**src/rtl/ov7670_pkg.sv**
```systemverilog
// Shared types and constants for the synthetic OV7670 pixel source.
// Holds the FSM state enum, pattern selectors, RGB444 pixel type and default timing.
package ov7670_pkg;

  typedef enum logic [2:0] {
    ST_IDLE,
    ST_VSYNC,
    ST_VBACK,
    ST_ACTIVE,
    ST_VFRONT
  } state_e;

  localparam logic [1:0] PAT_BARS  = 2'd0;
  localparam logic [1:0] PAT_RAMP  = 2'd1;
  localparam logic [1:0] PAT_SOLID = 2'd2;
  localparam logic [1:0] PAT_CHECK = 2'd3;

  typedef struct packed {
    logic [3:0] r;
    logic [3:0] g;
    logic [3:0] b;
  } rgb444_t;

  localparam int DEF_H_ACTIVE    = 640;
  localparam int DEF_V_ACTIVE    = 480;
  localparam int DEF_H_GAP       = 288;
  localparam int DEF_VSYNC_LINES = 3;
  localparam int DEF_V_BACK      = 17;
  localparam int DEF_V_FRONT     = 10;

  // xR/GB byte order: first byte carries R, second carries G and B.
  function automatic logic [7:0] rgb_byte(
    input rgb444_t p,
    input logic    second
  );
    return second ? {p.g, p.b} : {4'h0, p.r};
  endfunction

endpackage

```
**src/rtl/ov7670_pattern_gen.sv**
```systemverilog
// Pixel-value generator for the stream source; counters advance on strobes.
// Ports: clk/rst, frame/line/pixel-advance strobes, latched sel + solid colour, pixel out.
module ov7670_pattern_gen
  import ov7670_pkg::*;
#(
  parameter int H_ACTIVE = DEF_H_ACTIVE
) (
  input  logic       clk,
  input  logic       rst,
  input  logic       frame_stb,
  input  logic       line_stb,
  input  logic       adv_stb,
  input  logic [1:0] sel,
  input  rgb444_t    solid,
  output rgb444_t    pixel
);

  localparam int BAR_W = H_ACTIVE / 8;
  localparam int BCW   = (BAR_W > 1) ? $clog2(BAR_W) : 1;
  localparam logic [BCW-1:0] BAR_LAST = BCW'(BAR_W - 1);

  logic [BCW-1:0] bar_cnt_q, bar_cnt_d;
  logic [2:0]     bar_q, bar_d;
  logic [11:0]    ramp_q, ramp_d;
  // Only bit 5 of x and y matters for the checker, so 6 bits suffice.
  logic [5:0]     x_q, x_d;
  logic [5:0]     y_q, y_d;

  always_comb begin
    bar_cnt_d = bar_cnt_q;
    bar_d     = bar_q;
    ramp_d    = ramp_q;
    x_d       = x_q;
    y_d       = y_q;
    if (frame_stb) begin
      bar_cnt_d = '0;
      bar_d     = '0;
      ramp_d    = '0;
      x_d       = '0;
      y_d       = '0;
    end else begin
      if (adv_stb) begin
        ramp_d = ramp_q + 12'd1;
        x_d    = x_q + 6'd1;
        if (bar_cnt_q == BAR_LAST) begin
          bar_cnt_d = '0;
          bar_d     = bar_q + 3'd1;
        end else begin
          bar_cnt_d = bar_cnt_q + BCW'(1);
        end
      end
      if (line_stb) begin
        bar_cnt_d = '0;
        bar_d     = '0;
        x_d       = '0;
        y_d       = y_q + 6'd1;
      end
    end
  end

  always_ff @(posedge clk or posedge rst) begin
    if (rst) begin
      bar_cnt_q <= '0;
      bar_q     <= '0;
      ramp_q    <= '0;
      x_q       <= '0;
      y_q       <= '0;
    end else begin
      bar_cnt_q <= bar_cnt_d;
      bar_q     <= bar_d;
      ramp_q    <= ramp_d;
      x_q       <= x_d;
      y_q       <= y_d;
    end
  end

  always_comb begin
    pixel = '0;
    unique case (1'b1)
      (sel == PAT_BARS):  pixel = {{4{bar_q[2]}}, {4{bar_q[1]}}, {4{bar_q[0]}}};
      (sel == PAT_RAMP):  pixel = ramp_q;
      (sel == PAT_SOLID): pixel = solid;
      (sel == PAT_CHECK): pixel = (x_q[5] ^ y_q[5]) ? 12'hFFF : 12'h000;
      default:            pixel = '0;
    endcase
  end

endmodule

```
**src/rtl/ov7670_stream_tx.sv**
```systemverilog
// Synthetic OV7670 camera source: VSYNC/HREF timing and RGB444 byte stream.
// Ports: clk (=PCLK), rst, enable, pattern_sel, solid_rgb -> vsync, href, d, frame strobes, count.
module ov7670_stream_tx
  import ov7670_pkg::*;
#(
  parameter int H_ACTIVE    = DEF_H_ACTIVE,
  parameter int V_ACTIVE    = DEF_V_ACTIVE,
  parameter int H_GAP       = DEF_H_GAP,
  parameter int VSYNC_LINES = DEF_VSYNC_LINES,
  parameter int V_BACK      = DEF_V_BACK,
  parameter int V_FRONT     = DEF_V_FRONT
) (
  input  logic        clk,
  input  logic        rst,
  input  logic        enable,
  input  logic [1:0]  pattern_sel,
  input  logic [11:0] solid_rgb,
  output logic        vsync,
  output logic        href,
  output logic [7:0]  d,
  output logic        frame_start,
  output logic        frame_done,
  output logic [15:0] frame_count
);

  localparam int LINE_LEN = 2 * H_ACTIVE + H_GAP;
  localparam int HW       = $clog2(LINE_LEN);
  localparam int VM1      = (V_ACTIVE > VSYNC_LINES) ? V_ACTIVE : VSYNC_LINES;
  localparam int VM2      = (V_BACK > V_FRONT) ? V_BACK : V_FRONT;
  localparam int VMAX     = (VM1 > VM2) ? VM1 : VM2;
  localparam int VW       = $clog2(VMAX + 1);

  localparam logic [HW-1:0] HC_LAST  = HW'(LINE_LEN - 1);
  localparam logic [HW-1:0] HC_ACT   = HW'(2 * H_ACTIVE);
  localparam logic [HW-1:0] HC_LBYTE = HW'(2 * H_ACTIVE - 1);
  localparam logic [VW-1:0] VS_LAST  = VW'(VSYNC_LINES - 1);
  localparam logic [VW-1:0] VB_LAST  = VW'(V_BACK - 1);
  localparam logic [VW-1:0] VA_LAST  = VW'(V_ACTIVE - 1);
  localparam logic [VW-1:0] VF_LAST  = VW'(V_FRONT - 1);

  state_e         state_q, state_d;
  logic [HW-1:0]  hc_q, hc_d;
  logic [VW-1:0]  vc_q, vc_d;
  logic           vsync_q, vsync_d;
  logic           href_q, href_d;
  logic [7:0]     d_q, d_d;
  logic           frame_start_q, frame_start_d;
  logic           frame_done_q, frame_done_d;
  logic [15:0]    frame_count_q, frame_count_d;
  logic [1:0]     sel_q, sel_d;
  rgb444_t        solid_q, solid_d;

  logic           line_end;
  logic           phase_last;
  logic           adv_stb;
  logic           line_stb;
  rgb444_t        pixel;

  // state/hc/vc describe what the ports show now; every output is
  // registered from the next position so all ports move on one edge.
  always_comb begin
    state_d  = state_q;
    hc_d     = hc_q;
    vc_d     = vc_q;
    line_end = (hc_q == HC_LAST);

    phase_last = 1'b0;
    unique case (state_q)
      ST_VSYNC:  phase_last = (vc_q == VS_LAST);
      ST_VBACK:  phase_last = (vc_q == VB_LAST);
      ST_ACTIVE: phase_last = (vc_q == VA_LAST);
      ST_VFRONT: phase_last = (vc_q == VF_LAST);
      default:   phase_last = 1'b0;
    endcase

    if (state_q == ST_IDLE) begin
      hc_d = '0;
      vc_d = '0;
      if (enable) state_d = ST_VSYNC;
    end else begin
      hc_d = line_end ? '0 : hc_q + HW'(1);
      if (line_end) begin
        if (phase_last) begin
          vc_d = '0;
          unique case (state_q)
            ST_VSYNC:  state_d = ST_VBACK;
            ST_VBACK:  state_d = ST_ACTIVE;
            ST_ACTIVE: state_d = ST_VFRONT;
            ST_VFRONT: state_d = enable ? ST_VSYNC : ST_IDLE;
            default:   state_d = ST_IDLE;
          endcase
        end else begin
          vc_d = vc_q + VW'(1);
        end
      end
    end

    vsync_d       = (state_d == ST_VSYNC);
    href_d        = (state_d == ST_ACTIVE) && (hc_d < HC_ACT);
    frame_start_d = (state_d == ST_VSYNC) && (state_q != ST_VSYNC);
    frame_done_d  = (state_d == ST_VFRONT) && (vc_d == VF_LAST) &&
                    (hc_d == HC_LAST);
    frame_count_d = frame_count_q + 16'(frame_done_d);

    adv_stb  = href_d && hc_d[0];
    line_stb = href_d && (hc_d == HC_LBYTE);
    d_d      = href_d ? rgb_byte(pixel, hc_d[0]) : 8'h00;

    sel_d   = frame_start_d ? pattern_sel : sel_q;
    solid_d = frame_start_d ? rgb444_t'(solid_rgb) : solid_q;
  end

  always_ff @(posedge clk or posedge rst) begin
    if (rst) begin
      state_q       <= ST_IDLE;
      hc_q          <= '0;
      vc_q          <= '0;
      vsync_q       <= 1'b0;
      href_q        <= 1'b0;
      d_q           <= '0;
      frame_start_q <= 1'b0;
      frame_done_q  <= 1'b0;
      frame_count_q <= '0;
      sel_q         <= '0;
      solid_q       <= '0;
    end else begin
      state_q       <= state_d;
      hc_q          <= hc_d;
      vc_q          <= vc_d;
      vsync_q       <= vsync_d;
      href_q        <= href_d;
      d_q           <= d_d;
      frame_start_q <= frame_start_d;
      frame_done_q  <= frame_done_d;
      frame_count_q <= frame_count_d;
      sel_q         <= sel_d;
      solid_q       <= solid_d;
    end
  end

  // Strobes come from the next position, so the generator's pixel is
  // always the one being registered into d this cycle.
  ov7670_pattern_gen #(
    .H_ACTIVE(H_ACTIVE)
  ) u_pat (
    .clk      (clk),
    .rst      (rst),
    .frame_stb(frame_start_d),
    .line_stb (line_stb),
    .adv_stb  (adv_stb),
    .sel      (sel_q),
    .solid    (solid_q),
    .pixel    (pixel)
  );

  assign vsync       = vsync_q;
  assign href        = href_q;
  assign d           = d_q;
  assign frame_start = frame_start_q;
  assign frame_done  = frame_done_q;
  assign frame_count = frame_count_q;

endmodule

```
**config.mk**
```make
export PLATFORM = sky130hd
export DESIGN_NAME = ov7670_stream_tx
export DESIGN_NICKNAME = d
export VERILOG_FILES = /design/src/rtl/ov7670_pkg.sv /design/src/rtl/ov7670_pattern_gen.sv /design/src/rtl/ov7670_stream_tx.sv
export SDC_FILE = /design/constraint.sdc
export NUM_CORES = 1
export LEC_CHECK = 0
export ABC_AREA = 1
export BUFFER_PORTS_ARGS = -buffer_cell sky130_fd_sc_hd__buf_2
export CAP_MARGIN = 20
export CORE_MARGIN = 4
export CORE_UTILIZATION = 30
export DETAILED_ROUTE_END_ITERATION = 7
export PLACE_DENSITY = 0.52
export SYNTH_ARGS = -nofsm -noshare
export SYNTH_HDL_FRONTEND = slang
export SYNTH_SLANG_ARGS = --single-unit
```
**constraint.sdc**
```tcl
create_clock -name clk -period 7.49 [get_ports clk]
set_input_delay 0.749 -clock clk [delete_from_list [all_inputs] [get_ports clk]]
set_output_delay 0.749 -clock clk [all_outputs]
set_load 0.01 [all_outputs]
```
# Yosys cells after proc, flatten, opt, wreduce, memory -nomap -nowiden
# Cells that the tools add are included.
[classes]
muxes = 31
magnitude_cmp = 1
div = 0
n_bitwise = 1
n_reduce_logical = 13
n_addsub = 8
n_mul = 0
eq_ne = 20
shift = 0
[op_table]
columns = ["op", "count"]
rows = [
  ["12-bit case mux with 4 select lines", 1],
  ["12-bit two-way mux", 3],
  ["11-bit equality test (second input constant)", 3],
  ["6-bit two-way mux", 5],
  ["7-bit two-way mux", 4],
  ["9-bit two-way mux", 3],
  ["3-bit two-way mux", 8],
  ["11-bit two-way mux", 2],
  ["9-bit by 4-bit equality test with 1-bit output (second input constant)", 2],
  ["16-bit by 1-bit adder with 16-bit output", 1],
  ["8-bit two-way mux", 2],
  ["12-bit by 1-bit adder with 12-bit output (second input constant)", 1],
  ["6-bit by 1-bit adder with 6-bit output (second input constant)", 2],
  ["3-bit case mux with 4 select lines", 1],
  ["11-bit by 1-bit adder with 11-bit output (second input constant)", 1],
  ["11-bit less-than comparator (second input constant)", 1],
  ["9-bit by 1-bit adder with 9-bit output (second input constant)", 1],
  ["3-bit by 2-bit equality test with 1-bit output (second input constant)", 3],
  ["9-bit by 2-bit equality test with 1-bit output (second input constant)", 1],
  ["9-bit by 5-bit equality test with 1-bit output (second input constant)", 1],
  ["9-bit equality test (second input constant)", 1],
  ["7-bit by 1-bit adder with 7-bit output (second input constant)", 1],
  ["7-bit equality test (second input constant)", 1],
  ["3-bit by 1-bit equality test with 1-bit output (second input constant)", 2],
  ["14 further kinds", 23],
]
[word_totals]
latchBits = 0
ram_bits = 0
wordCells = 92
input_bits = 17
out_inout_bits = 28
regBits = 99
romBits = 0
n_memories = 0

# Depth between registers and ports, before layout
# Gate-level depths: netlist of run 1.
[logic_depth]
depth_word = 11
ltp_mapped = 30
ltp_nobuf = 30

# Modules after synthesis
# Synthesis of run 1 repeated with hierarchy kept, for this count alone.
[unflattened]
cells_unflattened = 689
hier_area_um2 = 5338.9
[modules_own_cells]
columns = ["module", "cells_each", "seq_area_each_um2", "n_inst", "area_each_um2"]
rows = [
  ["ov7670_stream_tx", 418, 1626.6, 1, 3300.7],
  ["ov7670_pattern_gen", 271, 850.8, 1, 2038.2],
]

# Worst setup path before layout of run 1
# OpenSTA, ideal clock, no wires.
[synth_path]
path_type = "reg2reg"
start = "reg hc_q[0]"
end = "reg frame_count_q[15], in the netlist frame_count[15]"
arrival_time_ns = 3.665
path_buffers = 0
path_stages_with_launch = 27
setup_time_ns = 0.124
t_required_ns = 7.366
synth_period_minus_slack_ns = 3.789
slack_ns = 3.701
cell_sequence = "dfrtp_1 > ha_1 > nand4_2 > nor2_4 > nand3_2 > nor2_4 > nand2_4 > nand2_1 > nand2_1 > inv_1 > nand2_2 > inv_1 > nand2_1 > nor3b_1 > nand2_1 > nor2_1 > ha_1 > nand3_1 > nor3_1 > inv_1 > nor3_1 > inv_1 > nor3_1 > nand2_1 > nor2_1 > nand4_1 > xnor2_1"
[synth_via]
elab_chain_len = 7
word_cells_on_any_way = 14
cone_classes = "add/sub (2); eq/ne (4); mux (6); reduce/logical (2)"
[synth_rtl]
columns = ["item", "line", "source"]
rows = [
  ["from (decl)", "ov7670_stream_tx.sv:42", "logic [HW-1:0] hc_q, hc_d;"],
  ["from (signal assigned)", "ov7670_stream_tx.sv:116", "hc_q <= '0;"],
  ["from (signal assigned)", "ov7670_stream_tx.sv:128", "hc_q <= hc_d;"],
  ["11-bit equality test", "ov7670_stream_tx.sv:65", "line_end = (hc_q == HC_LAST);"],
  ["3-bit two-way mux", "ov7670_stream_tx.sv:82", "if (line_end) begin"],
  ["3-bit two-way mux", "ov7670_stream_tx.sv:76", "if (state_q == ST_IDLE) begin"],
  ["named net state_d[0]", "ov7670_stream_tx.sv:41", "state_e state_q, state_d;"],
  ["3-bit equality test", "ov7670_stream_tx.sv:101", "frame_done_d = (state_d == ST_VFRONT) && (vc_d == VF_LAST) &&"],
  ["1-bit logical AND (2 in a row)", "ov7670_stream_tx.sv:101", ""],
  ["named net frame_done_d", "ov7670_stream_tx.sv:48", "logic frame_done_q, frame_done_d;"],
  ["16-bit by 1-bit adder with 16-bit output", "ov7670_stream_tx.sv:103", "frame_count_d = frame_count_q + 16'(frame_done_d);"],
  ["named net frame_count_d[15]", "ov7670_stream_tx.sv:49", "logic [15:0] frame_count_q, frame_count_d;"],
  ["to (signal assigned)", "ov7670_stream_tx.sv:135", "frame_count_q <= frame_count_d;"],
  ["to (decl)", "ov7670_stream_tx.sv:49", ""],
]
# The timed path passes the listed nets, and every way through them passes these cells.
# A chain may end at the register's enable or synchronous reset.

# Final worst setup path of run 1
# Ends and elaborated chain as after synthesis.

==> flow_summary.yaml, run 1 <==
timing:
  rsz0062_at_grt: "no"
  setup-tns-final_ps: 0
  fin_crit_sh_pct: 60.1
  slew_headroom_pct: 56.2
  drv_slew: 0
  fin_crit_ps: 4500
  max_freq_mhz: 222
  worst_pin_slew_ps: 657
  finalHoldViolations: 0
  finalSetupViolCount: 0
  setup_ws_ps: 2990
  finClkSkew_ps: 8.91
place:
  place_congestion: 0.813
  place_ws_ps: 2910
  hpwlAfterDp_mm: 8.64
  placed_area_um2: 5820
  io_buffers: 44
synth:
  syn_nets: 697
  synth_ff_type: "dfrtp_1"
  postSynthCellCount: 671
  netlist_area_um2: 5360
  synth_largest_area_cell: "dfrtp_1"
  synth_seq_area_share_pct: 46.2
  synth_seq_cells: 99
  synth-edff-count: 0
  synth_area_leaders: "dfrtp_1 46%, nand2_1 11%, nand3_1 6.5%"
  yosysMostFrequentCell: "nand2_1"
  synth_top_area_share_pct: 46.2
  synth_common_cells: "164 x nand2_1, 99 x dfrtp_1, 89 x inv_1, 70 x nand3_1, 65 x nor2_1"
  synthDistinctLibCells: 45
  synth_area_per_cell_um2: 7.99
  ys_warn_count: 0
  ys_async_sr_fraction_pct: 100
power:
  power.internal_w: 0.000785
  power_frac_seq_pct: 53.1
  pwr-share-clk_pct: 45.2
  p_comb_share_pct: 1.7
  power.density_nw_per_um2: 164
  vdd_ir_drop_max_mv: 0.104
  power.switching_w: 0.000220
  swShare_pct: 21.9
  p_leak_nw: 3.39
floorplanning:
  initial_utilization_pct: 30.8
  die-width_um: 142
  die_h_um: 142
  ios: 45
  core_um2: 17400
  dieArea_um2: 20100
  fp-row-count: 48
detailed_routing:
  num_vias: 4358
  highest_layer: "met4"
  wl_per_cell_um: 12.8
  wl_met3_um: 424
  viasPerCell: 4.60
  drt-initial-drc-count: 280
  met2_length_mm: 5.55
  drc: 0
  wl_met1_mm: 6.07
  totalWireLength_mm: 12.2
  firstDrtPassIters: 4
  ant_nets: 0
worst_setup_path:
  critical_path_class: "reg -> reg"
  crit_path_end_kind: "register"
  cp_max_fo: 38
  crit_arrival_ps: 4740
  r2r_cells: 26
  start_kind: "register"
  crit_path_end: "frame_count[15]$_DFF_PP0_"
  crit_path_start: "hc_q[0]$_DFF_PP0_"
  reg2reg_to: "frame_count[15]$_DFF_PP0_"
  r2r-start: "hc_q[0]$_DFF_PP0_"
  r2r_slack_ps: 2990
  crit_required_ps: 7730
final_layout:
  fin_area_um2: 6130
  drive_above_1_share_pct: 12.0
  fill_cells: 1867
  fin_nets: 744
  area_growth_pct: 14.4
  n_antenna_cell: 0
clock_network:
  cts_sinks: 99
  clk_path_buf_depth: 2
  cts.repair.resized: 0
  cts_hold_buf: 0
  path_clk_slew_ps: 70
  cts_buffers: 9
  h-tree-depth: 3
  cts_root_buf: "clkbuf_16"
  cts_tree: "done"
  cts_setup_buffers: 0
  insertion_delay_ps: 350
global_route:
  antenna_found_initial: 0
  grt_max_degree: 77
  gr-total-overflow: 0
  grt_pass1_vias: 4281
  grt_pass1_wl_mm: 20.8
  gr-usage-all-layers_pct: 12.8
worst_hold_path:
  hold_class: "in -> async"
run:
  drv_cap: 0
status:
  status: "finished, final reports clean"
flip-flops by register name, indices dropped and copies added, names as in the netlist:
| name | flops |
|---|---|
| frame_count | 16 |
| solid_q | 12 |
| u_pat.ramp_q | 12 |
| hc_q | 11 |
| vc_q | 9 |
| d | 8 |
| u_pat.bar_cnt_q | 7 |
| u_pat.x_q | 6 |
| u_pat.y_q | 6 |
| state_q | 3 |
| u_pat.bar_q | 3 |
| sel_q | 2 |
| frame_done | 1 |
| frame_start | 1 |
| href | 1 |
| vsync | 1 |
layout by cell type (no fill, tap or decap), drive strengths merged:
cell type / Yosys / layout
a2111oi: 1 / 1
a211oi: 6 / 6
a21o: 1 / 1
a21oi: 9 / 9
a31oi: 1 / 1
a32o: 1 / 1
and2: 1 / 1
and3: 2 / 2
buf: 8 / 47
clkbuf: 3 / 12
clkinv: 1 / 3
dfrtp: 99 / 99
ha: 9 / 9
inv: 92 / 94
nand2: 171 / 171
nand3: 74 / 74
nand3b: 2 / 2
nand4: 13 / 13
nor2: 70 / 70
nor2b: 1 / 1
nor3: 13 / 13
nor3b: 3 / 3
nor4: 4 / 4
o2111ai: 1 / 1
o211ai: 2 / 2
o21ai: 37 / 37
o21bai: 1 / 1
o221ai: 3 / 3
o31ai: 1 / 1
or2: 2 / 2
xnor2: 2 / 2
xor2: 37 / 37
layout make-up:
cell class	count	area, um2	area share (%)
clock buffer	12	256	4.18
clock inverter	4	31.3	0.510
inverter	93	352	5.73
multi-input combinational	468	2470	40.3
sequential	99	2480	40.4
tap	225	282	4.59
timing repair buffer	47	263	4.29
through the flow:
stage / util (%) / hold slack, ps / std cells / total power, W
6_report: 35.2 / 355 / 948 / 0.00101
3_3_place_gp: 33.4 / 458 / 931 / 0.000561
2_1_floorplan: - / 445 / 671 / 0.000553
3_5_place_dp: 33.4 / 463 / 931 / 0.000561
5_1_grt: 35.2 / 363 / 948 / 0.00105
4_1_cts: 35.0 / 353 / 947 / 0.00103
power groups by stage:
stage          combinational (W)  clock [W]  sequential (W)
2_1_floorplan         0.00000784          0        0.000545
3_3_place_gp           0.0000163          0        0.000545
3_5_place_dp           0.0000163          0        0.000545
4_1_cts                0.0000164   0.000475        0.000534
5_1_grt                0.0000200   0.000499        0.000534
6_report               0.0000167   0.000455        0.000534
cells by family after synthesis:
| logic type | share of synthesized area, % |
|---|---|
| adders and majority gates | 2.10 |
| buffers and inverters | 7.70 |
| AOI/OAI and AO/OA | 6.96 |
| and+or+nand+nor | 30.6 |
| DFF | 46.2 |
| xor gates and xnor gates | 6.37 |
critical path, cell delays in order (launching register included):
cell     delay [ps]
dfrtp_1         450
ha_1            320
nand4_2         150
nor2_4           80
nand3_2          80
nor2_4           50
nand2_4          90
nand2_4          70
nand2_1          60
buf_4           380
nand2_2         220
inv_1           120
nand2_1          70
nor3b_1         180
nand2_1          80
nor2_1          170
ha_1            210
nand3_1         110
nor3_1          260
inv_1            70
nor3_1          240
inv_1            70
nor3_1          310
nand2_1          90
nor2_1          190
nand4_1         130
xnor2_1         140
per-layer routing:
metal / vias up / track usage, %
li1: 2262 / -
met1: 2027 / 17.8
met2: 61 / 20.2
met3: 8 / 2.70
met4: 0 / 3.79
met5: - / 0
worst min path at each step:
| stage | start | endpoint |
|---|---|---|
| global route | rst | frame_count[12]$_DFF_PP0_ |
| floorplan | solid_q[2]$_DFFE_PP0P_ | solid_q[2]$_DFFE_PP0P_ |
| global placement | frame_count[15]$_DFF_PP0_ | frame_count[15]$_DFF_PP0_ |
| finish | rst | frame_count[12]$_DFF_PP0_ |
| detailed placement | frame_count[15]$_DFF_PP0_ | frame_count[15]$_DFF_PP0_ |
| CTS | rst | frame_count[13]$_DFF_PP0_ |
Power figures use the tool's default switching activity.
==> inputs of run 2 (changes only) <==
--- a/config.mk
+++ b/config.mk
@@ -11,7 +11,7 @@
 export CORE_MARGIN = 4
 export CORE_UTILIZATION = 30
 export DETAILED_ROUTE_END_ITERATION = 7
-export PLACE_DENSITY = 0.52
+export PLACE_DENSITY = 0.53
 export SYNTH_ARGS = -nofsm -noshare
 export SYNTH_HDL_FRONTEND = slang
 export SYNTH_SLANG_ARGS = --single-unit
==> constraint.sdc (replaced) <==
create_clock -name clk -period 3.8 [get_ports clk]
set_input_delay 0.38 -clock clk [delete_from_list [all_inputs] [get_ports clk]]
set_output_delay 0.38 -clock clk [all_outputs]
set_load 0.01 [all_outputs]
==> flow_summary.yaml, run 2 (synthesized netlist as in run 1, its figures left out) <==
timing:
  max_freq_mhz: 283
  finalSetupViolCount: 0
  setup_ws_ps: 270
  rsz0062_at_grt: "yes"
  finalHoldViolations: 0
  worst_pin_slew_ps: 650
  drv_slew: 0
  finClkSkew_ps: 8.80
  slew_headroom_pct: 56.5
  fin_crit_sh_pct: 92.9
  fin_crit_ps: 3530
final_layout:
  layout.cells.most_common: "nand2_1"
  area_growth_pct: 21.2
  final_cell_mix: "160 x nand2_1, 95 x dfrtp_1, 84 x inv_1"
  largest_reg_flops: 16
  fin_nets: 776
  drive_above_1_share_pct: 20.5
  n_antenna_cell: 0
clock_network:
  h-tree-depth: 3
  clk_path_buf_depth: 2
  cts_root_buf: "clkbuf_16"
  path_clk_slew_ps: 70
  cts_buffers: 9
  cts_sinks: 99
  insertion_delay_ps: 350
  cts_hold_buf: 0
  cts_tree: "done"
power:
  pwr-share-clk_pct: 45.2
  power.internal_w: 0.00153
  power.density_nw_per_um2: 304
  p_leak_nw: 3.52
  vdd_ir_drop_max_mv: 0.193
  swShare_pct: 22.4
  p_comb_share_pct: 1.5
  power_frac_seq_pct: 53.3
  total_power_w: 0.00198
  power.switching_w: 0.000443
run:
  drv_cap: 0
global_route:
  gr-usage-all-layers_pct: 13.0
  gr-total-overflow: 0
  grt_max_degree: 53
  grt_pass1_wl_mm: 21.4
  antenna_found_initial: 0
  grt_pass1_vias: 4386
worst_setup_path:
  r2r-start: "hc_q[5]$_DFF_PP0_"
  crit_arrival_ps: 3800
  crit_path_end_kind: "register"
  cp_max_fo: 6
  reg2reg_to: "frame_count[14]$_DFF_PP0_"
  crit_required_ps: 4070
  r2r_cells: 23
  critical_path_class: "reg -> reg"
  r2r_slack_ps: 270
  start_kind: "register"
detailed_routing:
  num_vias: 4449
  wl_per_cell_um: 12.7
  totalWireLength_mm: 12.5
  ant_nets: 0
  drt-initial-drc-count: 240
  viasPerCell: 4.54
  drc: 0
  firstDrtPassIters: 4
place:
  place_congestion: 0.869
  place_ws_ps: 64.9
  io_buffers: 44
  hpwlAfterDp_mm: 8.84
floorplanning:
  ios: 45
  dieArea_um2: 20100
  die_h_um: 142
  initial_utilization_pct: 30.8
  core_um2: 17400
  fp-row-count: 48
  die-width_um: 142
worst_hold_path:
  hold_class: "in -> async"
status:
  status: "finished, final reports clean"
[run 2: changes by cell type in the layout (fill, tap and decap cells not counted), sizes merged]
cell	before	now
clkinv	3	2
clkinvlp	0	1
buf	47	79
clkbuf	12	11
inv	94	95
[run 2: what timing repair did]
item,CTS,global route
setup buffers,0,9
setup endpoints to repair,0,7
resized for setup,0,43
[run 2: metal layers]
| metal | global-route usage, % | vias up | part of all wire, % |
|---|---|---|---|
| met4 | 3.69 | 0 | 1.1 |
| li1 | - | 2322 | - |
| met5 | 0 | - | 0 |
| met2 | 20.0 | 41 | 45 |
| met3 | 3.40 | 9 | 2.3 |
| met1 | 18.0 | 2077 | 51 |
[run 2: worst max-delay path by stage]
stage | slack (ps) | end | startpoint | cells after the start
floorplan | 10 | frame_count[15]$_DFF_PP0_ | hc_q[0]$_DFF_PP0_ | 26
global placement | 170 | frame_count[14]$_DFF_PP0_ | state_q[1]$_DFF_PP0_ | 24
detailed placement | 60 | frame_count[14]$_DFF_PP0_ | state_q[2]$_DFF_PP0_ | 30
CTS | 50 | frame_count[14]$_DFF_PP0_ | state_q[2]$_DFF_PP0_ | 25
global route | -110 | frame_count[14]$_DFF_PP0_ | hc_q[1]$_DFF_PP0_ | 23
finish | 270 | frame_count[14]$_DFF_PP0_ | hc_q[5]$_DFF_PP0_ | 23
[run 2: final cells by class]
type | instances | area, um2
fill | 1836 | 10900
clock inverter | 5 | 45.0
multi-input combinational | 468 | 2600
tap | 225 | 282
clock buffer | 11 | 243
sequential | 99 | 2480
inverter | 93 | 357
timing repair buffer | 79 | 487
[run 2: power groups by stage]
stage | clock network, W | registers [W] | logic, W
2_1_floorplan | 0 | 0.00107 | 0.0000154
5_1_grt | 0.000979 | 0.00105 | 0.0000363
3_3_place_gp | 0 | 0.00107 | 0.0000327
6_report | 0.000894 | 0.00105 | 0.0000302
3_5_place_dp | 0 | 0.00107 | 0.0000328
4_1_cts | 0.000931 | 0.00105 | 0.0000326
[run 2: worst max-delay path, cell delays in order (launching register included)]
cell and delay [ps]:
dfrtp_1 420, nor2_2 120, nand3_1 130, nor2_4 200, buf_6 140, nand4_1 70, nor2_1 130, nand2_1 80
o211ai_1 260, nand3_1 100, nor2_1 100, nand2_1 70, nor2_2 100, ha_2 220, ha_4 140, nand3_2 80
nor3_2 210, inv_1 70, nor3_2 130, nand2_1 80, nor2_2 160, nand3_2 110, nor3_2 180, xor2_1 160
[run 2: through the flow]
stage	setup TNS (ps)	cell area, um2	instances	hold WS [ps]	utilization [%]
floorplan	0	5360	671	445	-
global placement	0	6000	955	461	34.4
detailed placement	0	6000	955	464	34.4
CTS	0	6280	971	148	36.1
global route	-211	6500	980	172	37.3
finish	0	6500	980	122	37.3
